[src/rtl/mem_arbiter_if.sv]
// Request/response bundle shared by the fetch stage, the memory stage, the arbiter and the
// word-wide RAM port. The arbiter takes the slave view; requesters and RAM take the master view.
interface mem_arbiter_if #(
  parameter int ADDR_W = 16
);
  logic                f_req;
  logic [63:0]         f_addr;
  logic                f_done;
  logic [79:0]         f_data;

  logic                d_req;
  logic                d_we;
  logic [63:0]         d_addr;
  logic [63:0]         d_wdata;
  logic                d_done;
  logic [63:0]         d_rdata;

  logic                m_en;
  logic                m_we;
  logic [ADDR_W-4:0]   m_addr;
  logic [7:0]          m_be;
  logic [63:0]         m_wdata;
  logic [63:0]         m_rdata;

  modport slave (
    input  f_req, f_addr, d_req, d_we, d_addr, d_wdata, m_rdata,
    output f_done, f_data, d_done, d_rdata, m_en, m_we, m_addr, m_be, m_wdata
  );

  modport master (
    output f_req, f_addr, d_req, d_we, d_addr, d_wdata, m_rdata,
    input  f_done, f_data, d_done, d_rdata, m_en, m_we, m_addr, m_be, m_wdata
  );
endinterface

[src/rtl/mem_arbiter.sv]
// Single-port memory sequencer: arbitrates fetch and data requests, splits each byte-addressed
// access into 64-bit word beats with byte enables, and reassembles unaligned read data.
module mem_arbiter #(
  parameter int ADDR_W     = 16,
  parameter int STARVE_MAX = 4
) (
  input  logic         clock,
  input  logic         reset_n,
  mem_arbiter_if.slave bus
);
  localparam int WW = ADDR_W - 3;
  localparam int SW = (STARVE_MAX < 1) ? 1 : $clog2(STARVE_MAX + 1);
  localparam logic [SW-1:0] STARVE_LIM = SW'(STARVE_MAX);

  typedef enum logic [1:0] {IDLE, ISSUE, DRAIN, RESP} state_e;

  function automatic logic [63:0] asm_data(input logic [127:0] v, input logic [2:0] o);
    return 64'(v >> {o, 3'b000});
  endfunction

  function automatic logic [79:0] asm_fetch(input logic [191:0] v, input logic [2:0] o);
    return 80'(v >> {o, 3'b000});
  endfunction

  function automatic logic [7:0] write_be(input logic first, input logic [2:0] o);
    return first ? (8'hFF << o) : (8'hFF >> (4'd8 - {1'b0, o}));
  endfunction

  function automatic logic [63:0] write_data(input logic first, input logic [63:0] d,
                                             input logic [2:0] o);
    return first ? (d << {o, 3'b000}) : (d >> (7'd64 - {1'b0, o, 3'b000}));
  endfunction

  state_e          state_q, state_d;
  logic            is_f_q, is_f_d;
  logic            we_q, we_d;
  logic [2:0]      off_q, off_d;
  logic [1:0]      nb_q, nb_d;
  logic [1:0]      beat_q, beat_d;
  logic [SW-1:0]   starve_q, starve_d;
  logic [79:0]     f_data_q, f_data_d;
  logic [63:0]     d_rdata_q, d_rdata_d;
  logic [WW-1:0]   word_q, word_d;
  logic [63:0]     wdata_q, wdata_d;
  logic [63:0]     b0_q, b0_d, b1_q, b1_d;

  logic            grant_f, grant_d;
  logic [63:0]     a0, a1, a2;
  logic            m_en, m_we;
  logic [WW-1:0]   m_addr;
  logic [7:0]      m_be;
  logic [63:0]     m_wdata;

  // Address bits above ADDR_W do not select memory.
  logic            unused_addr_hi;
  assign unused_addr_hi = ^{bus.f_addr[63:ADDR_W], bus.d_addr[63:ADDR_W]};

  always_comb begin
    state_d   = state_q;
    is_f_d    = is_f_q;
    we_d      = we_q;
    off_d     = off_q;
    nb_d      = nb_q;
    beat_d    = beat_q;
    starve_d  = starve_q;
    f_data_d  = f_data_q;
    d_rdata_d = d_rdata_q;
    word_d    = word_q;
    wdata_d   = wdata_q;
    b0_d      = b0_q;
    b1_d      = b1_q;
    grant_f   = 1'b0;
    grant_d   = 1'b0;
    a0        = b0_q;
    a1        = b1_q;
    a2        = '0;
    m_en      = 1'b0;
    m_we      = 1'b0;
    m_addr    = '0;
    m_be      = '0;
    m_wdata   = '0;

    case (state_q)
      IDLE: begin
        // Data normally wins; a fetch that has waited STARVE_MAX data grants goes first.
        grant_f = bus.f_req && (!bus.d_req || starve_q == STARVE_LIM);
        grant_d = bus.d_req && !grant_f;
        if (grant_f) begin
          is_f_d   = 1'b1;
          we_d     = 1'b0;
          off_d    = bus.f_addr[2:0];
          word_d   = bus.f_addr[ADDR_W-1:3];
          nb_d     = (bus.f_addr[2:0] == 3'd7) ? 2'd3 : 2'd2;
          beat_d   = 2'd0;
          starve_d = '0;
          state_d  = ISSUE;
        end else if (grant_d) begin
          is_f_d   = 1'b0;
          we_d     = bus.d_we;
          off_d    = bus.d_addr[2:0];
          word_d   = bus.d_addr[ADDR_W-1:3];
          wdata_d  = bus.d_wdata;
          nb_d     = (bus.d_addr[2:0] == 3'd0) ? 2'd1 : 2'd2;
          beat_d   = 2'd0;
          if (bus.f_req)
            starve_d = (starve_q == STARVE_LIM) ? starve_q : starve_q + 1'b1;
          else
            starve_d = '0;
          state_d  = ISSUE;
        end
      end
      ISSUE: begin
        m_en   = 1'b1;
        m_we   = we_q;
        m_addr = word_q + WW'(beat_q);
        if (we_q) begin
          m_be    = write_be(beat_q == 2'd0, off_q);
          m_wdata = write_data(beat_q == 2'd0, wdata_q, off_q);
        end else begin
          m_be = 8'hFF;
          // RAM returns the previous beat's word this cycle.
          case (beat_q)
            2'd1:    b0_d = bus.m_rdata;
            2'd2:    b1_d = bus.m_rdata;
            default: ;
          endcase
        end
        beat_d = beat_q + 2'd1;
        if (beat_q == nb_q - 2'd1)
          state_d = we_q ? RESP : DRAIN;
      end
      DRAIN: begin
        // Last beat is taken straight from the RAM so the result register is ready in RESP.
        case (nb_q)
          2'd1:    a0 = bus.m_rdata;
          2'd2:    a1 = bus.m_rdata;
          default: a2 = bus.m_rdata;
        endcase
        if (is_f_q)
          f_data_d = asm_fetch({a2, a1, a0}, off_q);
        else
          d_rdata_d = asm_data({a1, a0}, off_q);
        state_d = RESP;
      end
      RESP: begin
        state_d = IDLE;
      end
      default: state_d = IDLE;
    endcase
  end

  always_ff @(posedge clock or negedge reset_n) begin
    if (!reset_n) begin
      state_q   <= IDLE;
      is_f_q    <= 1'b0;
      we_q      <= 1'b0;
      off_q     <= '0;
      nb_q      <= '0;
      beat_q    <= '0;
      starve_q  <= '0;
      f_data_q  <= '0;
      d_rdata_q <= '0;
    end else begin
      state_q   <= state_d;
      is_f_q    <= is_f_d;
      we_q      <= we_d;
      off_q     <= off_d;
      nb_q      <= nb_d;
      beat_q    <= beat_d;
      starve_q  <= starve_d;
      f_data_q  <= f_data_d;
      d_rdata_q <= d_rdata_d;
    end
  end

  always_ff @(posedge clock) begin
    word_q  <= word_d;
    wdata_q <= wdata_d;
    b0_q    <= b0_d;
    b1_q    <= b1_d;
  end

  assign bus.m_en    = m_en;
  assign bus.m_we    = m_we;
  assign bus.m_addr  = m_addr;
  assign bus.m_be    = m_be;
  assign bus.m_wdata = m_wdata;
  assign bus.f_done  = (state_q == RESP) && is_f_q;
  assign bus.d_done  = (state_q == RESP) && !is_f_q;
  assign bus.f_data  = f_data_q;
  assign bus.d_rdata = d_rdata_q;
endmodule

[src/flat_wrapper.sv]
// flat-port wrapper written by rule: the top's interface ports become plain ports
module mem_arbiter_flat 
#(
  parameter int ADDR_W     = 16,
  parameter int STARVE_MAX = 4
)
  (clock, reset_n, bus_f_req, bus_f_addr, bus_d_req, bus_d_we, bus_d_addr, bus_d_wdata, bus_m_rdata, bus_f_done, bus_f_data, bus_d_done, bus_d_rdata, bus_m_en, bus_m_we, bus_m_addr, bus_m_be, bus_m_wdata);
  mem_arbiter_if #(.ADDR_W(ADDR_W)) bus_i ();
  input  logic clock;
  input  logic reset_n;
  input wire logic [$bits(bus_i.f_req)-1:0] bus_f_req;
  input wire logic [$bits(bus_i.f_addr)-1:0] bus_f_addr;
  input wire logic [$bits(bus_i.d_req)-1:0] bus_d_req;
  input wire logic [$bits(bus_i.d_we)-1:0] bus_d_we;
  input wire logic [$bits(bus_i.d_addr)-1:0] bus_d_addr;
  input wire logic [$bits(bus_i.d_wdata)-1:0] bus_d_wdata;
  input wire logic [$bits(bus_i.m_rdata)-1:0] bus_m_rdata;
  output wire logic [$bits(bus_i.f_done)-1:0] bus_f_done;
  output wire logic [$bits(bus_i.f_data)-1:0] bus_f_data;
  output wire logic [$bits(bus_i.d_done)-1:0] bus_d_done;
  output wire logic [$bits(bus_i.d_rdata)-1:0] bus_d_rdata;
  output wire logic [$bits(bus_i.m_en)-1:0] bus_m_en;
  output wire logic [$bits(bus_i.m_we)-1:0] bus_m_we;
  output wire logic [$bits(bus_i.m_addr)-1:0] bus_m_addr;
  output wire logic [$bits(bus_i.m_be)-1:0] bus_m_be;
  output wire logic [$bits(bus_i.m_wdata)-1:0] bus_m_wdata;
  assign bus_i.f_req = bus_f_req;
  assign bus_i.f_addr = bus_f_addr;
  assign bus_i.d_req = bus_d_req;
  assign bus_i.d_we = bus_d_we;
  assign bus_i.d_addr = bus_d_addr;
  assign bus_i.d_wdata = bus_d_wdata;
  assign bus_i.m_rdata = bus_m_rdata;
  assign bus_f_done = bus_i.f_done;
  assign bus_f_data = bus_i.f_data;
  assign bus_d_done = bus_i.d_done;
  assign bus_d_rdata = bus_i.d_rdata;
  assign bus_m_en = bus_i.m_en;
  assign bus_m_we = bus_i.m_we;
  assign bus_m_addr = bus_i.m_addr;
  assign bus_m_be = bus_i.m_be;
  assign bus_m_wdata = bus_i.m_wdata;
  mem_arbiter #(.ADDR_W(ADDR_W), .STARVE_MAX(STARVE_MAX)) u_core (.clock(clock), .reset_n(reset_n), .bus(bus_i));
endmodule
[config.mk]
export PLATFORM = sky130hd
export DESIGN_NAME = mem_arbiter_flat
export DESIGN_NICKNAME = d
export VERILOG_FILES = /design/src/rtl/mem_arbiter_if.sv /design/src/rtl/mem_arbiter.sv /design/src/flat_wrapper.sv
export SDC_FILE = /design/constraint.sdc
export NUM_CORES = 1
export LEC_CHECK = 0
export CAP_MARGIN = 30
export CORE_ASPECT_RATIO = 0.6
export CORE_MARGIN = 2
export CORE_UTILIZATION = 40
export CTS_CLUSTER_DIAMETER = 80
export DETAILED_ROUTE_END_ITERATION = 6
export PLACE_DENSITY_LB_ADDON = 0.1
export SYNTH_ARGS = -nofsm -noshare
export SYNTH_HDL_FRONTEND = slang
export SYNTH_SLANG_ARGS = --single-unit
export TNS_END_PERCENT = 1
[constraint.sdc]
create_clock -name clock -period 7.59 [get_ports clock]
set_input_delay 1.8975 -clock clock [delete_from_list [all_inputs] [get_ports clock]]
set_output_delay 1.8975 -clock clock [all_outputs]
set_load 0.02 [all_outputs]
==> flow_summary.yaml <==
power:
  p_per_area_mw_per_mm2: 493
  irDropWorstVdd_uv: 330
  p_int_mw: 7.25
  p_comb_share_pct: 63.3
  pwr-share-clk_pct: 14.3
  switching_share_pct: 49.0
  p_switching_mw: 6.97
  leakagePower_nw: 10.9
  seq_power_share_pct: 22.4
floorplan:
  start_util_pct: 40.3
  die_x_um: 314
  die-area_mm2: 0.0597
  core_area_mm2: 0.0573
  rows: 68
  ios: 494
  dieHeight_um: 190
cts:
  path_clk_slew_ps: 60
  insertion_delay_ps: 590
  cts_made_buffers: 41
  cts_resized: 0
  clkSinkCount: 363
  holdBufCountCts: 0
  cts_tree: "done"
  cts_buffer_depth: 3
  h-tree-depth: 2
  clockRootBuffer: "clkbuf_16"
  postCtsSetupBuffers: 0
timing:
  setup_viol: 0
  tns_ps: 0
  hold_viol_final: 0
  tightest_slew_ps: 1150
  fin_skew_ps: 29.2
  drv_slew: 0
  fin_crit_sh_pct: 90.4
  slew-limit-headroom_pct: 20.9
  period_needed_ps: 6860
  fmax_ghz: 0.146
  rsz0062_at_grt: "no"
synth:
  synth_area_mm2: 0.0231
  synth-compound-area-share_pct: 15.5
  synth-async-reset-ratio_pct: 43.5
  synth_top_family_by_area: "multiplexers"
  ys.flop_type: "edfxtp_1"
  syn_nets: 2383
  ys_seq_area_share_pct: 43.8
  synthMuxAreaShare_pct: 24.3
  syn_area_per_cell_um2: 11.0
  synthDistinctLibCells: 68
  yosys.area_share.simple_pct: 10.0
  ys_warn_count: 0
  synth_fa_ha_area_share_pct: 1.17
  synth_cells: 2101
  ys_ff_latch: 363
  yosys.area_share.xor_xnor_pct: 0.418
  synth_edf_count: 205
grt:
  grt_util_met1_pct: 49.3
  grt_first_pass_wirelength_um: 141000
  grt_util_met2_pct: 40.3
  top_usage_layer: "met1"
  grt_util_all_layers_pct: 32.6
  antenna_found_initial: 4
  grt_max_degree: 153
  grt_overflow: 0
  gr-usage-met3_pct: 16.8
  grt_pass1_vias: 19401
worst_setup_path:
  crit_top_cell: "buf_4"
  startpoint_type: "flip-flop"
  regToRegEndpoint: "u_core.bus.d_rdata[52]"
  cpPeakStageDelay_ps: 680
  r2r_start: "u_core.off_q[2]"
  path_depth: 10
  crit_fanout: 26
  critical_path_class: "reg2out"
  rr_worst_depth: 6
  crit_required_ps: 5690
  cp_slowest_cell: "clkdlybuf4s50_1"
  path_cells: "inv_2 -> buf_4 -> ha_1 -> ha_1 -> buf_4 -> nor3_2 -> buf_4 -> nand2_1 -> o22ai_1 -> clkdlybuf4s50_1"
  cp-endpoint: "bus_m_wdata[44]"
  critPathBufInv: 5
  ff2ff_setup_slack_ps: 3320
  cp-startpoint: "u_core.off_q[1]"
  critPathArrivalTime_ps: 4960
  critPathTopFamily: "buffers and inverters"
  worstSetupEndpointType: "primary output"
route:
  wl_per_cell_um: 31.0
  viasPerCell: 6.45
  drt_iter0_drc: 3146
  antenna_left: 0
  drt_first_pass_iters: 6
  vias: 20760
  drc: 0
  wirelength_um: 99600
run_status:
  outcome: "complete, no violations"
placed_design:
  io_buffer_count: 397
  dp_cells: 3130
  place_hpwl_um: 72300
  gp_congestion: 1.01
finish:
  area_growth_pct: 25.2
  layout-drive-gt1-share_pct: 11.0
  final_cell_mix: "clkdlybuf4s50_1 (396), mux2i_1 (332), nand2_1 (253)"
  layout_commonest_cell: "clkdlybuf4s50_1"
  finalNetCount: 2697
  layout.cells.non_filler: 3219
  post-route-util_pct: 50.4
hold_path:
  min_path_type: "reg2reg"
  hold_start: "u_core.bus.d_rdata[2]"
run:
  drv_cap: 0
cells in the mapped netlist, drive strengths merged, types with 5 or more instances:
| cell type | n | area [um2] |
|---|---|---|
| nand3b | 12 | 93.8 |
| nand4 | 6 | 37.5 |
| nor4b | 5 | 43.8 |
| a32oi | 21 | 184 |
| o221ai | 30 | 263 |
| nand3 | 29 | 145 |
| and2 | 7 | 43.8 |
| o211ai | 25 | 188 |
| a22o | 11 | 96.3 |
| o21ai | 59 | 295 |
| edfxtp | 205 | 6160 |
| mux4 | 85 | 1910 |
| o311ai | 7 | 61.3 |
| buf | 116 | 754 |
| clkbuf | 67 | 253 |
| a22oi | 45 | 338 |
| dfrtp | 158 | 3950 |
| o22a | 8 | 70.1 |
| nor2 | 130 | 490 |
| nor3 | 35 | 200 |
| nand2 | 254 | 953 |
| a31oi | 76 | 475 |
| or3 | 9 | 56.3 |
| mux2 | 33 | 372 |
| nor2b | 7 | 43.8 |
| a21oi | 63 | 315 |
| nand2b | 15 | 93.8 |
| xnor2 | 9 | 78.8 |
| a222oi | 5 | 50.1 |
| ha | 20 | 250 |
| inv | 19 | 71.3 |
| o211a | 7 | 70.1 |
| or3b | 7 | 61.3 |
| o22ai | 136 | 851 |
| o2bb2ai | 15 | 131 |
| mux2i | 332 | 3320 |
| a211oi | 8 | 72.6 |
power by group through the flow:
stage	registers [mW]	logic, mW	clock network [mW]
2_1_floorplan	3.48	5.05	0
3_3_place_gp	3.20	8.52	0
3_5_place_dp	3.21	8.62	0
4_1_cts	3.17	8.65	2.06
5_1_grt	3.24	9.41	2.15
6_report	3.19	9.00	2.04
worst register-to-register path, delay by kind of cell, from the launching register on:
kind            cells  cell delay (ps)
simple gates        2             1720
flops               1              630
compound gates      2              390
buf+inv             2             1370
final cells by class:
class / instances / area, um2
fillers: 5138 / 28400
repair buffers: 454 / 4450
well taps: 770 / 963
multi-input cells: 1535 / 11900
clock buffers: 55 / 1170
diodes: 2 / 5.00
inverters: 20 / 77.6
clock inverters: 20 / 155
flip-flops and latches: 363 / 10100
registers in the layout (all words and copies together) (netlist names):
register and flops:
u_core.bus.f_data 80, u_core.b0_q 64, u_core.b1_q 64, u_core.bus.d_rdata 64
u_core.wdata_q 64, u_core.word_q 13, u_core.off_q 3, u_core.starve_q 3
u_core.beat_q 2, u_core.nb_q 2, u_core.state_q 2, u_core.is_f_q 1
u_core.we_q 1
per-stage QoR:
step | worst slack, ps | hold slack (ps) | instance area, um2 | power [mW]
4_1_cts | 781 | 483 | 28800 | 13.9
3_5_place_dp | 1370 | 470 | 27400 | 11.8
5_1_grt | 585 | 508 | 28900 | 14.8
3_3_place_gp | 1380 | 467 | 27400 | 11.7
6_report | 729 | 480 | 28900 | 14.2
2_1_floorplan | 1090 | 500 | 23100 | 8.53
per-layer routing:
metal	up-vias	share of wire (%)
met1	10421	45
met4	8	1.4
met5	-	0.41
li1	8821	-
met3	102	16
met2	1408	38
worst min-delay path by stage:
| stage | cells after the start | endpoint |
|---|---|---|
| after floorplan | 1 | u_core.starve_q[2] |
| after global placement | 2 | u_core.bus.f_data[63] |
| after detailed placement | 2 | u_core.bus.d_rdata[2] |
| after CTS | 2 | u_core.bus.d_rdata[2] |
| after global routing | 2 | u_core.bus.d_rdata[0] |
| final | 2 | u_core.bus.d_rdata[2] |
cell families (layout without fill, tap and decap cells):
logic type	count (synthesis)	after routing
flops	363	363
fa+ha+maj	21	21
other cells	0	2
simple gates	524	524
buf+inv	203	549
xor+xnor	11	11
compound gates	529	529
mux	450	450
Note: power is estimated with default switching activity, not from simulation.
